==> config.mk <==
export PLATFORM = sky130hd
export DESIGN_NAME = pixel_delay_line_flat
export DESIGN_NICKNAME = d
export VERILOG_FILES = /design/src/rtl/pixel_delay_line_if.sv /design/src/rtl/pixel_delay_line.sv /design/src/flat_wrapper.sv
export SDC_FILE = /design/constraint.sdc
export NUM_CORES = 1
export LEC_CHECK = 0
export CORE_MARGIN = 2
export CORE_UTILIZATION = 30
export DETAILED_ROUTE_END_ITERATION = 7
export PLACE_DENSITY_LB_ADDON = 0.12
export SLEW_MARGIN = 30
export SYNTH_ARGS = -nofsm -noshare
export SYNTH_HDL_FRONTEND = slang
export SYNTH_SLANG_ARGS = --single-unit
==> constraint.sdc <==
create_clock -name clk -period 5.3 [get_ports clk]
set_clock_uncertainty 0.15 [all_clocks]
set_input_delay 0.795 -clock clk [delete_from_list [all_inputs] [get_ports clk]]
set_output_delay 0.795 -clock clk [all_outputs]
set_load 0.02 [all_outputs]
==> src/rtl/pixel_delay_line_if.sv <==
// pixel_delay_line_if
//   Bundles the data-side signals of pixel_delay_line.
//   The master side (the pixel source or test driver) drives these:
//     clear       synchronous flush request
//     in_valid    a new sample is present; the line shifts this cycle
//     in_data     packed input pixel, with channel 0 in the LSBs
//   The slave side (the delay line itself) drives these:
//     out_data    oldest stage
//     out_valid   one-cycle strobe marking a new real sample on out_data
//     taps        all stages, with stage 0 (the newest) in the LSBs
//     fill_count  number of real samples held; saturates at DEPTH
//     primed      high when the line is full
//   The clock and reset are not part of the bundle; they stay plain module ports.
interface pixel_delay_line_if #(
    parameter int DATA_WIDTH   = 8,
    parameter int NUM_CHANNELS = 3,
    parameter int DEPTH        = 4
);
    localparam int PW = DATA_WIDTH * NUM_CHANNELS;
    localparam int CW = $clog2(DEPTH + 1);

    logic                  clear;
    logic                  in_valid;
    logic [PW-1:0]         in_data;
    logic [PW-1:0]         out_data;
    logic                  out_valid;
    logic [DEPTH*PW-1:0]   taps;
    logic [CW-1:0]         fill_count;
    logic                  primed;

    modport master (
        output clear, in_valid, in_data,
        input  out_data, out_valid, taps, fill_count, primed
    );

    modport slave (
        input  clear, in_valid, in_data,
        output out_data, out_valid, taps, fill_count, primed
    );
endinterface

==> src/rtl/pixel_delay_line.sv <==
// pixel_delay_line
//   A multi-channel register delay line. It delays each pixel by DEPTH accepted
//   samples and exposes every stage as a tap for the window and kernel logic.
//   The line advances only when in_valid is high. The delay is therefore counted
//   in samples, not in clock cycles.
//   Ports:
//     clk          rising-edge clock
//     async_reset  asynchronous, active-high reset; it clears all state
//     bus          pixel_delay_line_if.slave, which carries:
//                    clear, in_valid, in_data           (inputs)
//                    out_data, out_valid, taps,
//                    fill_count, primed                 (outputs)
//   Priority on each edge: async_reset > clear > shift > hold.
//   All outputs come straight from registers or from a compare on a register.
module pixel_delay_line #(
    parameter int DATA_WIDTH   = 8,
    parameter int NUM_CHANNELS = 3,
    parameter int DEPTH        = 4
) (
    input  logic                clk,
    input  logic                async_reset,
    pixel_delay_line_if.slave   bus
);
    localparam int PW = DATA_WIDTH * NUM_CHANNELS;
    localparam int CW = $clog2(DEPTH + 1);
    localparam logic [CW-1:0] FULL = CW'(DEPTH);

    logic [PW-1:0] stage_reg [DEPTH];
    logic [CW-1:0] fill_count_reg;
    logic          out_valid_reg;
    logic          shift;

    // clear has priority over in_valid, so a sample offered during a flush is dropped.
    assign shift = bus.in_valid && !bus.clear;

    always_ff @(posedge clk or posedge async_reset) begin
        if (async_reset) begin
            for (int i = 0; i < DEPTH; i++) begin
                stage_reg[i] <= '0;
            end
        end else if (bus.clear) begin
            for (int i = 0; i < DEPTH; i++) begin
                stage_reg[i] <= '0;
            end
        end else if (shift) begin
            for (int i = DEPTH - 1; i > 0; i--) begin
                stage_reg[i] <= stage_reg[i-1];
            end
            stage_reg[0] <= bus.in_data;
        end
    end

    // On this shift the oldest stage receives a real sample exactly when at
    // least DEPTH-1 samples were already held.
    // The compare is done in int so that DEPTH=1 does not reduce to an
    // unsigned ">= 0" test.
    always_ff @(posedge clk or posedge async_reset) begin
        if (async_reset) begin
            fill_count_reg <= '0;
            out_valid_reg  <= 1'b0;
        end else if (bus.clear) begin
            fill_count_reg <= '0;
            out_valid_reg  <= 1'b0;
        end else if (shift) begin
            if (fill_count_reg != FULL) begin
                fill_count_reg <= fill_count_reg + CW'(1);
            end
            out_valid_reg <= (int'(fill_count_reg) + 1 >= DEPTH);
        end else begin
            out_valid_reg <= 1'b0;
        end
    end

    generate
        for (genvar gi = 0; gi < DEPTH; gi++) begin : g_tap
            assign bus.taps[gi*PW +: PW] = stage_reg[gi];
        end
    endgenerate

    assign bus.out_data   = stage_reg[DEPTH-1];
    assign bus.out_valid  = out_valid_reg;
    assign bus.fill_count = fill_count_reg;
    assign bus.primed     = (fill_count_reg == FULL);
endmodule

==> src/flat_wrapper.sv <==
// flat-port wrapper written by rule: the top's interface ports become plain ports
module pixel_delay_line_flat 
#(
    parameter int DATA_WIDTH   = 8,
    parameter int NUM_CHANNELS = 3,
    parameter int DEPTH        = 4
)
  (clk, async_reset, bus_clear, bus_in_valid, bus_in_data, bus_out_data, bus_out_valid, bus_taps, bus_fill_count, bus_primed);
  pixel_delay_line_if #(.DATA_WIDTH(DATA_WIDTH), .NUM_CHANNELS(NUM_CHANNELS), .DEPTH(DEPTH)) bus_i ();
  input  logic clk;
  input  logic async_reset;
  input wire logic [$bits(bus_i.clear)-1:0] bus_clear;
  input wire logic [$bits(bus_i.in_valid)-1:0] bus_in_valid;
  input wire logic [$bits(bus_i.in_data)-1:0] bus_in_data;
  output wire logic [$bits(bus_i.out_data)-1:0] bus_out_data;
  output wire logic [$bits(bus_i.out_valid)-1:0] bus_out_valid;
  output wire logic [$bits(bus_i.taps)-1:0] bus_taps;
  output wire logic [$bits(bus_i.fill_count)-1:0] bus_fill_count;
  output wire logic [$bits(bus_i.primed)-1:0] bus_primed;
  assign bus_i.clear = bus_clear;
  assign bus_i.in_valid = bus_in_valid;
  assign bus_i.in_data = bus_in_data;
  assign bus_out_data = bus_i.out_data;
  assign bus_out_valid = bus_i.out_valid;
  assign bus_taps = bus_i.taps;
  assign bus_fill_count = bus_i.fill_count;
  assign bus_primed = bus_i.primed;
  pixel_delay_line #(.DATA_WIDTH(DATA_WIDTH), .NUM_CHANNELS(NUM_CHANNELS), .DEPTH(DEPTH)) u_core (.clk(clk), .async_reset(async_reset), .bus(bus_i));
endmodule
==> results.json, run 1 <==
{
  "rsz0062_at_grt": "false",
  "antennaDiodeCount": 0,
  "grt_pass1_wl_mm": 15.5,
  "cts_buffer_depth": 2,
  "route.detailed.drc": 0,
  "vias": 2939,
  "vdd_drop_max_mv": 0.114,
  "maxSlewViolCount": 0,
  "max_freq_mhz": 362,
  "synth_seq_cells": 100,
  "cts_sinks": 100,
  "fin_crit_sh": 0.522,
  "die_x_um": 124,
  "place_congestion": 0.721,
  "setup.worst_path.end_class": "output port",
  "clkSlewWorstSetupHoldPaths_ps": 60,
  "post-cts-setup-buffer-count": 0,
  "powerDensity_mw_per_mm2": 274,
  "die-area_mm2": 0.0153,
  "dr.pass1.iters": 6,
  "drv_cap": 0,
  "row_count": 43,
  "drive_above_1_share": 0.0477,
  "fin_setup_tns_ps": 0,
  "ioPinCount": 153,
  "grt_max_degree": 103,
  "hp-class": "flip-flop to flip-flop",
  "outcome": "complete, no violations",
  "drt-initial-drc-count": 133,
  "cp_slowest_stage_delay_ps": 600,
  "synth_fp_nets": 389,
  "p_leak_nw": 2.85,
  "crit_fanout": 6,
  "preCtsSetupSlack_ps": 2730,
  "rrSetupSlack_ps": 3780,
  "grt_usage": 0.132,
  "syn_inst": 359,
  "crit_family": "buffers and inverters",
  "numCtsBuffers": 9,
  "area_delta_synth_final_pct": 40.7,
  "grt_overflow_total": 0,
  "grt_pass1_vias": 2887,
  "totalWireLength_mm": 9.75,
  "cp_num_buf_inv": 2,
  "avgSynthCellArea_um2": 12.0,
  "setup_viol": 0,
  "hold_viol": 0,
  "ant_nets": 0,
  "antenna_found_initial": 0,
  "worst_pin_slew_ps": 776,
  "layout_setup_ws_ps": 2540,
  "start_util": 0.308,
  "synth_top_area_frac": 0.582,
  "cp.required_ps": 4360,
  "layout_min_cycle_time_ps": 2760,
  "core_mm2": 0.0139,
  "die_y_um": 124,
  "cp_data_arrival_time_ps": 1820,
  "routedWlPerCell_um": 14.7,
  "place_hpwl_mm": 6.26,
  "yosys-top-cells-area": "dfrtp_1 (58%), mux2i_1 (23%), nor2_1 (8.6%)",
  "clkLatencyLatePin_ps": 340,
  "path_cells": "inv_1, ha_1, and2_1, clkdlybuf4s50_1",
  "cts_hold_buffers": 0,
  "port_buffers": 152,
  "synth.largest_area_cell": "dfrtp_1",
  "cp_slowest_cell": "clkdlybuf4s50_1",
  "yosysUniqueCellTypes": 21,
  "cp-start-kind": "flip-flop",
  "yosysWarnings": 0,
  "netlist_area_mm2": 0.00430,
  "cts_tree": "built",
  "routed_via_density": 4.44,
  "largest_reg_flops": 72,
  "worstSetupPathType": "flip-flop to output port",
  "htree_num_levels": 3,
  "ys_seq_area_frac": 0.582,
  "cts-root-buf": "clkbuf_16",
  "slew_headroom": 0.483,
  "nets": 509,
  "cts.repair.resized": 0
}
report_power, final:
part           internal [W]  switching (W)  leakage (nW)  total (W)
clock network      0.000386       0.000270         0.145   0.000656
logic             0.0000913       0.000105          1.34   0.000197
registers          0.000785      0.0000199          1.37   0.000805
total               0.00126       0.000395          2.85    0.00166
cell usage after synthesis:
master / instances
and4b_1: 1
buf_6: 1
and2_1: 2
nor2b_1: 1
ha_1: 2
buf_4: 33
nor2_1: 98
buf_2: 2
mux2_2: 1
inv_1: 4
a21oi_1: 1
dfrtp_1: 100
clkbuf_1: 8
a21boi_2: 1
a2111oi_2: 1
nand2_1: 1
nor3_2: 1
buf_1: 1
nand2b_1: 2
mux2i_1: 97
buf_8: 1
path summary, 6_finish.rpt:
path	startpoint	to	cells past startpoint
worst max-delay path	u_core.bus.fill_count[0]$_DFFE_PP0P_	bus_primed	4
worst min-delay path	u_core.bus.taps[48]$_DFFE_PP0P_	u_core.bus.taps[48]$_DFFE_PP0P_	2
worst max register to register	u_core.bus.fill_count[0]$_DFFE_PP0P_	u_core.bus.fill_count[0]$_DFFE_PP0P_	4
worst min register to register	u_core.bus.taps[48]$_DFFE_PP0P_	u_core.bus.taps[48]$_DFFE_PP0P_	2
max in group asynchronous	async_reset	u_core.bus.out_data[19]$_DFFE_PP0P_	3
min in group asynchronous	async_reset	u_core.bus.taps[0]$_DFFE_PP0P_	2
layout make-up:
class,instances,area [um^2]
fillers,1330,7890
flip-flops and latches,100,2500
repair buffers,155,1540
multi-input cells,209,1460
clock buffers,12,256
well taps,180,225
clock inverters,2,35.0
inverters,4,20.0
metal layers:
metal	track usage	part of all wire
met2	0.177	0.42
met1	0.193	0.49
met4	0.0597	0.018
met3	0.0426	0.079
met5	0	0
worst min-delay path: cells and delay by family (launching register included):
kind | cells | cell delay, ps
DFF | 1 | 360
and+or+nand+nor | 1 | 70
muxes | 1 | 70
cells by family (layout without fill, tap and decap cells):
logic type               count (synthesis)  count (layout)  share of synthesized area
multiplexers                            98              98                      0.229
flip-flops                             100             100                      0.582
buffers and inverters                   50             173                     0.0775
AO/OA/AOI/OAI                            3               3                    0.00728
adder cells (fa/ha/maj)                  2               2                    0.00582
AND/OR/NAND/NOR                        106             106                     0.0984
stage by stage:
step	total power, W	std cells	utilization	hold slack, ps	area [um^2]
detailed placement	0.00102	648	0.413	385	5750
CTS	0.00169	662	0.434	402	6040
finish	0.00166	662	0.434	390	6040
global placement	0.00102	648	0.412	379	5750
global route	0.00174	662	0.434	420	6040
floorplan	0.000935	359	-	498	4300
placed cells by master, fill, tap and decap left out, drive strengths merged:
| cell | n |
|---|---|
| nand2b | 2 |
| inv | 4 |
| a21boi | 1 |
| clkbuf | 12 |
| bufinv | 1 |
| a2111oi | 1 |
| clkinv | 1 |
| nor2 | 98 |
| nor3 | 1 |
| nand2 | 1 |
| a21oi | 1 |
| mux2i | 97 |
| nor2b | 1 |
| and2 | 2 |
| clkdlybuf4s50 | 150 |
| mux2 | 1 |
| and4b | 1 |
| buf | 5 |
| dfrtp | 100 |
| ha | 2 |
(Power assumes the default switching activity.)
==> inputs of run 2 (changes only) <==
==> constraint.sdc (replaced) <==
create_clock -name clk -period 2.87 [get_ports clk]
set_clock_uncertainty 0.15 [all_clocks]
set_input_delay 0.4305 -clock clk [delete_from_list [all_inputs] [get_ports clk]]
set_output_delay 0.4305 -clock clk [all_outputs]
set_load 0.02 [all_outputs]
==> results.json, run 2 (synthesis results as in run 1) <==
{
  "outcome": "complete, no violations",
  "hold_viol": 0,
  "vias": 2945,
  "holdPathStages": 2,
  "p_leak_nw": 2.87,
  "route.detailed.drc": 0,
  "postPlaceCellArea_mm2": 0.00579,
  "maxSlewViolCount": 0,
  "fillers": 1336,
  "ioPinCount": 153,
  "cts_tree": "built",
  "grt_max_degree": 53,
  "crit_fanout": 6,
  "cp_data_arrival_time_ps": 1760,
  "largest_reg_flops": 72,
  "totalWireLength_mm": 9.68,
  "nets": 512,
  "layout_min_cycle_time_ps": 2340,
  "cts_sinks": 100,
  "port_buffers": 152,
  "path_cells": "inv_1, ha_1, and2_1, clkdlybuf4s50_1",
  "worstSetupPathType": "flip-flop to output port",
  "antenna_found_initial": 0,
  "drv_cap": 0,
  "grt_overflow_total": 0,
  "cts_hold_buffers": 0,
  "final_cell_mix": "clkdlybuf4s50_1 (150), dfrtp_1 (100), nor2_1 (98), mux2i_1 (97), clkbuf_16 (9)",
  "grt_pass1_wl_mm": 15.5,
  "drive_above_1_share": 0.0575,
  "multi_input_area_mm2": 0.00146,
  "fin_crit_sh": 0.815,
  "final_common_cell": "clkdlybuf4s50_1",
  "start_util": 0.308,
  "r2r-start": "u_core.bus.fill_count[0]$_DFFE_PP0P_",
  "drt-initial-drc-count": 136,
  "stdcell_area_mm2": 0.00609,
  "htree_num_levels": 3,
  "place_congestion": 0.722,
  "setup_viol": 0,
  "cp.required_ps": 2290,
  "fin_setup_tns_ps": 0,
  "die_x_um": 124,
  "r2r_cells": 4,
  "row_count": 43,
  "clkLatencyLatePin_ps": 350,
  "grt_usage": 0.132,
  "die_y_um": 124,
  "cp_slowest_cell": "clkdlybuf4s50_1",
  "cts_buffer_depth": 2,
  "grt_pass1_vias": 2863,
  "powerDensity_mw_per_mm2": 502,
  "cp_slowest_stage_delay_ps": 590,
  "crit_start": "u_core.bus.fill_count[0]$_DFFE_PP0P_",
  "cts.repair.resized": 0,
  "core_mm2": 0.0139,
  "cts-root-buf": "clkbuf_16",
  "max_freq_mhz": 428,
  "die-area_mm2": 0.0153,
  "numCtsBuffers": 9,
  "clkSlewWorstSetupHoldPaths_ps": 70,
  "final-seq-area_mm2": 0.00250,
  "ant_nets": 0,
  "hp-class": "input pin to flip-flop",
  "hp-start": "bus_clear",
  "rsz0062_at_grt": "false",
  "routed_via_density": 4.42,
  "antennaDiodeCount": 0,
  "routedWlPerCell_um": 14.5,
  "post-cts-setup-buffer-count": 0,
  "slew_headroom": 0.546,
  "vdd_drop_max_mv": 0.214,
  "place_hpwl_mm": 6.41,
  "area_delta_synth_final_pct": 41.7,
  "cp-start-kind": "flip-flop",
  "worst_pin_slew_ps": 682,
  "dr.pass1.iters": 4,
  "setup.worst_path.end_class": "output port"
}
[run 2: power breakdown]
group / total (W) / internal, W / switching [W]
clock network: 0.00120 / 0.000676 / 0.000524
registers: 0.00149 / 0.00145 / 0.0000357
logic: 0.000369 / 0.000174 / 0.000195
[run 2: area by class of cell]
| type | instances | area share |
|---|---|---|
| sequential | 100 | 0.411 |
| timing repair buffer | 158 | 0.261 |
| multi-input combinational | 209 | 0.240 |
| clock buffer | 10 | 0.0376 |
| tap | 180 | 0.0370 |
| clock inverter | 6 | 0.0107 |
| inverter | 4 | 0.00308 |
[run 2: worst paths after layout]
| path | slack [ps] | end |
|---|---|---|
| setup reg to reg | 1390 | u_core.bus.fill_count[0]$_DFFE_PP0P_ |
| hold reg to reg | 400 | u_core.bus.taps[69]$_DFFE_PP0P_ |
| max in group asynchronous | 1610 | u_core.bus.taps[38]$_DFFE_PP0P_ |
| hold / removal | 290 | u_core.bus.taps[35]$_DFFE_PP0P_ |
| setup / recovery | 530 | bus_primed |
| min in group asynchronous | 470 | u_core.bus.taps[28]$_DFFE_PP0P_ |
[run 2: metal layers]
metal,GRT usage,wire [um],vias up
met4,0.0639,196,0
met2,0.197,4180,100
met5,0,0,-
li1,-,-,1409
met1,0.173,4520,1424
met3,0.0421,784,12
[run 2: stage by stage]
stage	std cells	hold WS (ps)	worst slack (ps)	util	total power, W
after floorplan	359	437	1100	-	0.00173
after global placement	651	376	901	0.416	0.00189
after detailed placement	651	388	885	0.416	0.00189
after CTS	667	283	498	0.437	0.00311
after global routing	667	302	414	0.437	0.00320
final	667	292	532	0.437	0.00305
[run 2: worst max-delay path: cells and delay by family (launching register included)]
| family | cells | cell delay, ps |
|---|---|---|
| adders and majority gates | 1 | 180 |
| buffers and inverters | 2 | 660 |
| DFF | 1 | 420 |
| and+or+nand+nor | 1 | 140 |
==> patch 1 (settings of run 2) <==
Reset style: synchronous (`async_reset`), changed in 2 clocked blocks. Comments in the files are not updated.
--- a/src/rtl/pixel_delay_line.sv
+++ b/src/rtl/pixel_delay_line.sv
@@ -35,3 +35,3 @@
 
-    always_ff @(posedge clk or posedge async_reset) begin
+    always_ff @(posedge clk) begin
         if (async_reset) begin
@@ -56,3 +56,3 @@
     // unsigned ">= 0" test.
-    always_ff @(posedge clk or posedge async_reset) begin
+    always_ff @(posedge clk) begin
         if (async_reset) begin
Formal check against the unedited RTL: differs if async_reset is asserted again (counterexample within 4 cycles, from zero or initial values and one cycle with async_reset high); with async_reset held inactive, the same outputs for 10 cycles.
==> patch 1 against run 2 <==
Fmax rose by 1.3%; total power grew 2.9%; combinational power is 6.8% lower; via count down 19%; sequential cell count unchanged; sequential share of layout area is 6.1 points higher; synthesized area decreased by 7.0%; setup slack gained 0.031 ns; synthesized cell count shrank 21%; count of clock-buffer cells in the layout up 2; cell area shrank 5.3%; wire length shrank 14%.
==> patch 1: results (changes against run 2) <==
Status = complete, no violations
Layout cells sized above 1 = 5.52% (-0.23 points)
Later-pin clock latency in the skew report = 0.33 ns (-0.02 ns)
Flop-to-flop setup slack = 1.34 ns (-0.05 ns)
Top cells by count, synth = 74 x and2_1, 72 x edfxtp_1, 28 x dfxtp_1, 25 x buf_4, 25 x nor2_1
First-pass GRT wire length = 12.9 mm (-17%)
Critical Path AT = 1.73 ns (-0.03 ns)
Routed wire per std cell = 14.0 um (-3.3%)
Leakage = 2.20 nW (-23%)
Pin count of the biggest net entering global routing = 56 (+5.7%)
Slew margin rel. = 64.9% (+10 points)
Sequential-to-total area share from yosys stat = 68.1% (+9.9 points)
Post-synth top flop = edfxtp_1
CP peak stage delay = 0.53 ns (-0.06 ns)
Crit path from = u_core.bus.fill_count[0]$_SDFFE_PP0P_
Adder-Cell Fraction of Synth Area = 0.626% (+0.044 points)
Gpl congestion = 0.746 (+3.3%)
HPWL Detailed = 6.02 mm (-6.0%)
Met1 WL = 3.62 mm (-20%)
Mapped Nets = 313 (-20%)
Synth cell types = 21 (unchanged)
# diodes = 0 (unchanged)
Post-synthesis compound-gate area fraction = 0.689% (-0.039 points)
Vias in the first global route = 2371 (-17%)
EDFF count, synth = 72 (+72)
Total Routing Usage GR = 11.9% (-1.3 points)
Initial DRC count = 108 (-21%)
P_int = 2.45 mW (+6.4%)
Top post-synthesis cells by area = edfxtp_1 54%, dfxtp_1 14%, and2_1 12%
Largest register FFs = 96 (+33%)
Layout Nets = 442 (-14%)
Mux share of post-synthesis cell area = 6.57% (-16 points)
# fillers = 1263 (-5.5%)
Ys async rst share = 0% (-100 points)
Met2 WL post-DR = 4.06 mm (-3.0%)
WL met3 = 533 um (-32%)
Worst R2R End = u_core.bus.fill_count[0]$_SDFFE_PP0P_
VDD IR max = 0.000225 V (+5.3%)
Worst setup endpoint = bus_primed
Vias per inst = 4.01 (-9.1%)
CP max-delay cell = clkdlybuf4s50_1
[patch 1: worst reg2reg max path: cells and delay by family (launching register included)]
family	cells	cell delay, ns
flops	1	0.42
mux	1	0.34
compound gates	1	0.23
fa+ha+maj	1	0.22
buf+inv	1	0.07
[patch 1: power by group through the flow]
stage / sequential, mW / combinational, mW / clock [mW]
global route: 1.64 / 0.364 / 1.28
CTS: 1.63 / 0.350 / 1.21
finish: 1.63 / 0.344 / 1.17
detailed placement: 1.67 / 0.350 / 0
global placement: 1.66 / 0.347 / 0
floorplan: 1.73 / 0.114 / 0
[patch 1: cell families (layout without fill, tap and decap cells)]
| family | count (synthesis) | in the layout |
|---|---|---|
| mux | 26 | 26 |
| compound gates | 3 | 3 |
| buf+inv | 42 | 176 |
| flops | 100 | 100 |
| fa+ha+maj | 2 | 2 |
| simple gates | 110 | 110 |
[patch 1: area by class of cell]
| cell class | count | area share [%] |
|---|---|---|
| inverter | 3 | 0.195 |
| clock buffer | 12 | 4.10 |
| timing repair buffer | 157 | 27.2 |
| sequential | 100 | 47.2 |
| multi-input combinational | 141 | 16.6 |
| tap | 176 | 3.82 |
| clock inverter | 4 | 0.868 |
[patch 1: worst min path at each step]
| stage | startpoint | to | cells after the start | slack, ns |
|---|---|---|---|---|
| final | bus_in_valid | u_core.bus.out_valid$_SDFF_PP0_ | 3 | 0.28 |
| after global routing | bus_in_valid | u_core.bus.out_valid$_SDFF_PP0_ | 3 | 0.29 |
| after CTS | bus_in_valid | u_core.bus.out_valid$_SDFF_PP0_ | 3 | 0.28 |
| after detailed placement | u_core.stage_reg[0][16]$_SDFFCE_PN0P_ | u_core.stage_reg[0][40]$_SDFFE_PP0P_ | 2 | 0.35 |
| after global placement | u_core.stage_reg[0][4]$_SDFFCE_PN0P_ | u_core.stage_reg[0][28]$_SDFFE_PP0P_ | 2 | 0.35 |
| after floorplan | u_core.stage_reg[0][39]$_SDFFE_PP0P_ | u_core.stage_reg[0][39]$_SDFFE_PP0P_ | 2 | 0.44 |
[patch 1: per-stage QoR]
stage | area [sq um] | utilization, % | setup WS (ns) | total power, mW | std cells
after floorplan | 4000 | - | 0.569 | 1.84 | 283
after global placement | 5480 | 41.7 | 0.455 | 2.01 | 577
after detailed placement | 5480 | 41.7 | 0.412 | 2.01 | 577
after CTS | 5760 | 43.9 | 0.541 | 3.19 | 593
after global routing | 5760 | 43.9 | 0.469 | 3.28 | 593
final | 5760 | 43.9 | 0.562 | 3.14 | 593
[patch 1: layer usage]
layer	track usage (%)	up-vias
li1	-	1191
met1	15.1	1101
met2	19.2	78
met3	3.54	9
met4	4.63	0
met5	0	-
==> patch 2 (config.mk and constraints of run 2) <==
Made on the original files. `DATA_WIDTH` is set to 8 in 3 places; all go to 6.
--- a/src/rtl/pixel_delay_line_if.sv
+++ b/src/rtl/pixel_delay_line_if.sv
@@ -14,3 +14,3 @@
 interface pixel_delay_line_if #(
-    parameter int DATA_WIDTH   = 8,
+    parameter int DATA_WIDTH   = 6,
     parameter int NUM_CHANNELS = 3,
--- a/src/rtl/pixel_delay_line.sv
+++ b/src/rtl/pixel_delay_line.sv
@@ -15,3 +15,3 @@
 module pixel_delay_line #(
-    parameter int DATA_WIDTH   = 8,
+    parameter int DATA_WIDTH   = 6,
     parameter int NUM_CHANNELS = 3,
--- a/src/flat_wrapper.sv
+++ b/src/flat_wrapper.sv
@@ -3,3 +3,3 @@
 #(
-    parameter int DATA_WIDTH   = 8,
+    parameter int DATA_WIDTH   = 6,
     parameter int NUM_CHANNELS = 3,
Interface: changed (resized bus_in_data, bus_out_data and bus_taps); port bits go from 153 to 117. The function was not compared with the original's and may differ.
==> patch 2 against run 2 <==
Synthesized area shrank 22%; register-to-register slack lost 0.03 ns; largest cell class unchanged; synthesized cell count shrank 23%; wire length shrank 27%; die area shrank 21%; non-clock buffer count shrank 37; worst hold slack lost 0.13 ns; cell area shrank 23%; sequential cell count shrank 24; clock power shrank 16%; critical path type unchanged; setup slack gained 0.0040 ns; total power shrank 21%.
==> patch 2: results (changes against run 2) <==
Pin count of the biggest net entering global routing = 45 (-15%)
Post-DP Area = 4440 sq um (-23%)
Combinational gate power = 0.286 mW (-22%)
Gpl congestion = 0.751 (+4.0%)
Mapped Avg Cell Area = 12.2 sq um (+1.9%)
Dpl cells = 502 (-23%)
DR vias = 2242 (-24%)
Setup WS pre-CTS = 0.887 ns (+0.00196 ns)
Mapped Nets = 300 (-23%)
DRT Wirelength = 7.07 mm (-27%)
First-pass GRT wire length = 11.2 mm (-27%)
Layout cells sized above 1 = 7.14% (+1.4 points)
Top cells by count, synth = 76 x dfrtp_1, 74 x nor2_1, 73 x mux2i_1, 21 x buf_4, 6 x buf_12
HPWL Detailed = 4.69 mm (-27%)
Layout Nets = 397 (-22%)
VDD IR max = 0.000277 V (+30%)
CTS sink cnt = 76 (-24%)
Synth cell types = 20 (-4.8%)
Clock network power = 1.01 mW (-16%)
CP peak stage delay = 0.60 ns
Clock root buffer = clkbuf_8
Final worst slack = 0.536 ns (+0.00397 ns)
Top post-synthesis cells by area = dfrtp_1 57%, mux2i_1 22%, nor2_1 8.3%
Hold buffers post-CTS = 0 (unchanged)
P_int = 1.86 mW (-19%)
Largest register FFs = 54 (-25%)
Flop-to-flop setup slack = 1.36 ns (-0.03 ns)
Sequential-to-total area share from yosys stat = 56.5% (-1.7 points)
Port buffer count = 116 (-24%)
Status = complete, no violations
Min-Delay Path Class = input pin to asynchronous set/reset pin
Vias per inst = 4.33 (-2.0%)
Total Routing Usage GR = 12.1% (-1.1 points)
Worst Tran Pin Value = 0.650 ns (-0.0320 ns)
Initial DRC count = 83 (-39%)
Pwr dens = 516 nW/um^2 (+2.9%)
CP max-delay cell = clkdlybuf4s50_1
Leakage = 2.22 nW (-23%)
Crit path from = u_core.bus.fill_count[1]$_DFFE_PP0P_
[patch 2: logic make-up (layout without fill, tap and decap cells)]
group / Yosys count / count (layout) / synth area share (%)
and+or+nand+nor: 82 / 82 / 9.89
DFF: 76 / 76 / 56.5
muxes: 74 / 74 / 22.0
buffers and inverters: 39 / 141 / 9.89
AOI/OAI and AO/OA: 3 / 3 / 0.929
adders and majority gates: 2 / 2 / 0.743
[patch 2: layer usage]
metal	wire [um]	global-route usage, %
met4	76	3.53
met5	0	0
met2	3020	17.7
met3	708	5.93
met1	3270	15.9
[patch 2: final cells by class]
class | instances | area, sq um
Timing Repair Buffer | 121 | 1220
Multi-Input combinational cell | 161 | 1130
Tap cell | 140 | 175
Clock inverter | 4 | 95.1
Fill cell | 1096 | 6200
Inverter | 4 | 16.3
Sequential cell | 76 | 1900
Clock buffer | 12 | 155
[patch 2: how the worst min path moves through the flow]
| stage | start | endpoint | slack [ns] | cells past startpoint |
|---|---|---|---|---|
| after floorplan | bus_in_data[10] | u_core.bus.taps[10]$_DFFE_PP0P_ | 0.44 | 2 |
| after global placement | u_core.bus.out_data[14]$_DFFE_PP0P_ | u_core.bus.out_data[14]$_DFFE_PP0P_ | 0.38 | 2 |
| after detailed placement | u_core.bus.out_data[17]$_DFFE_PP0P_ | u_core.bus.out_data[17]$_DFFE_PP0P_ | 0.39 | 2 |
| after CTS | async_reset | u_core.bus.taps[49]$_DFFE_PP0P_ | 0.15 | 2 |
| after global routing | async_reset | u_core.bus.taps[49]$_DFFE_PP0P_ | 0.15 | 2 |
| final | async_reset | u_core.bus.taps[49]$_DFFE_PP0P_ | 0.16 | 2 |
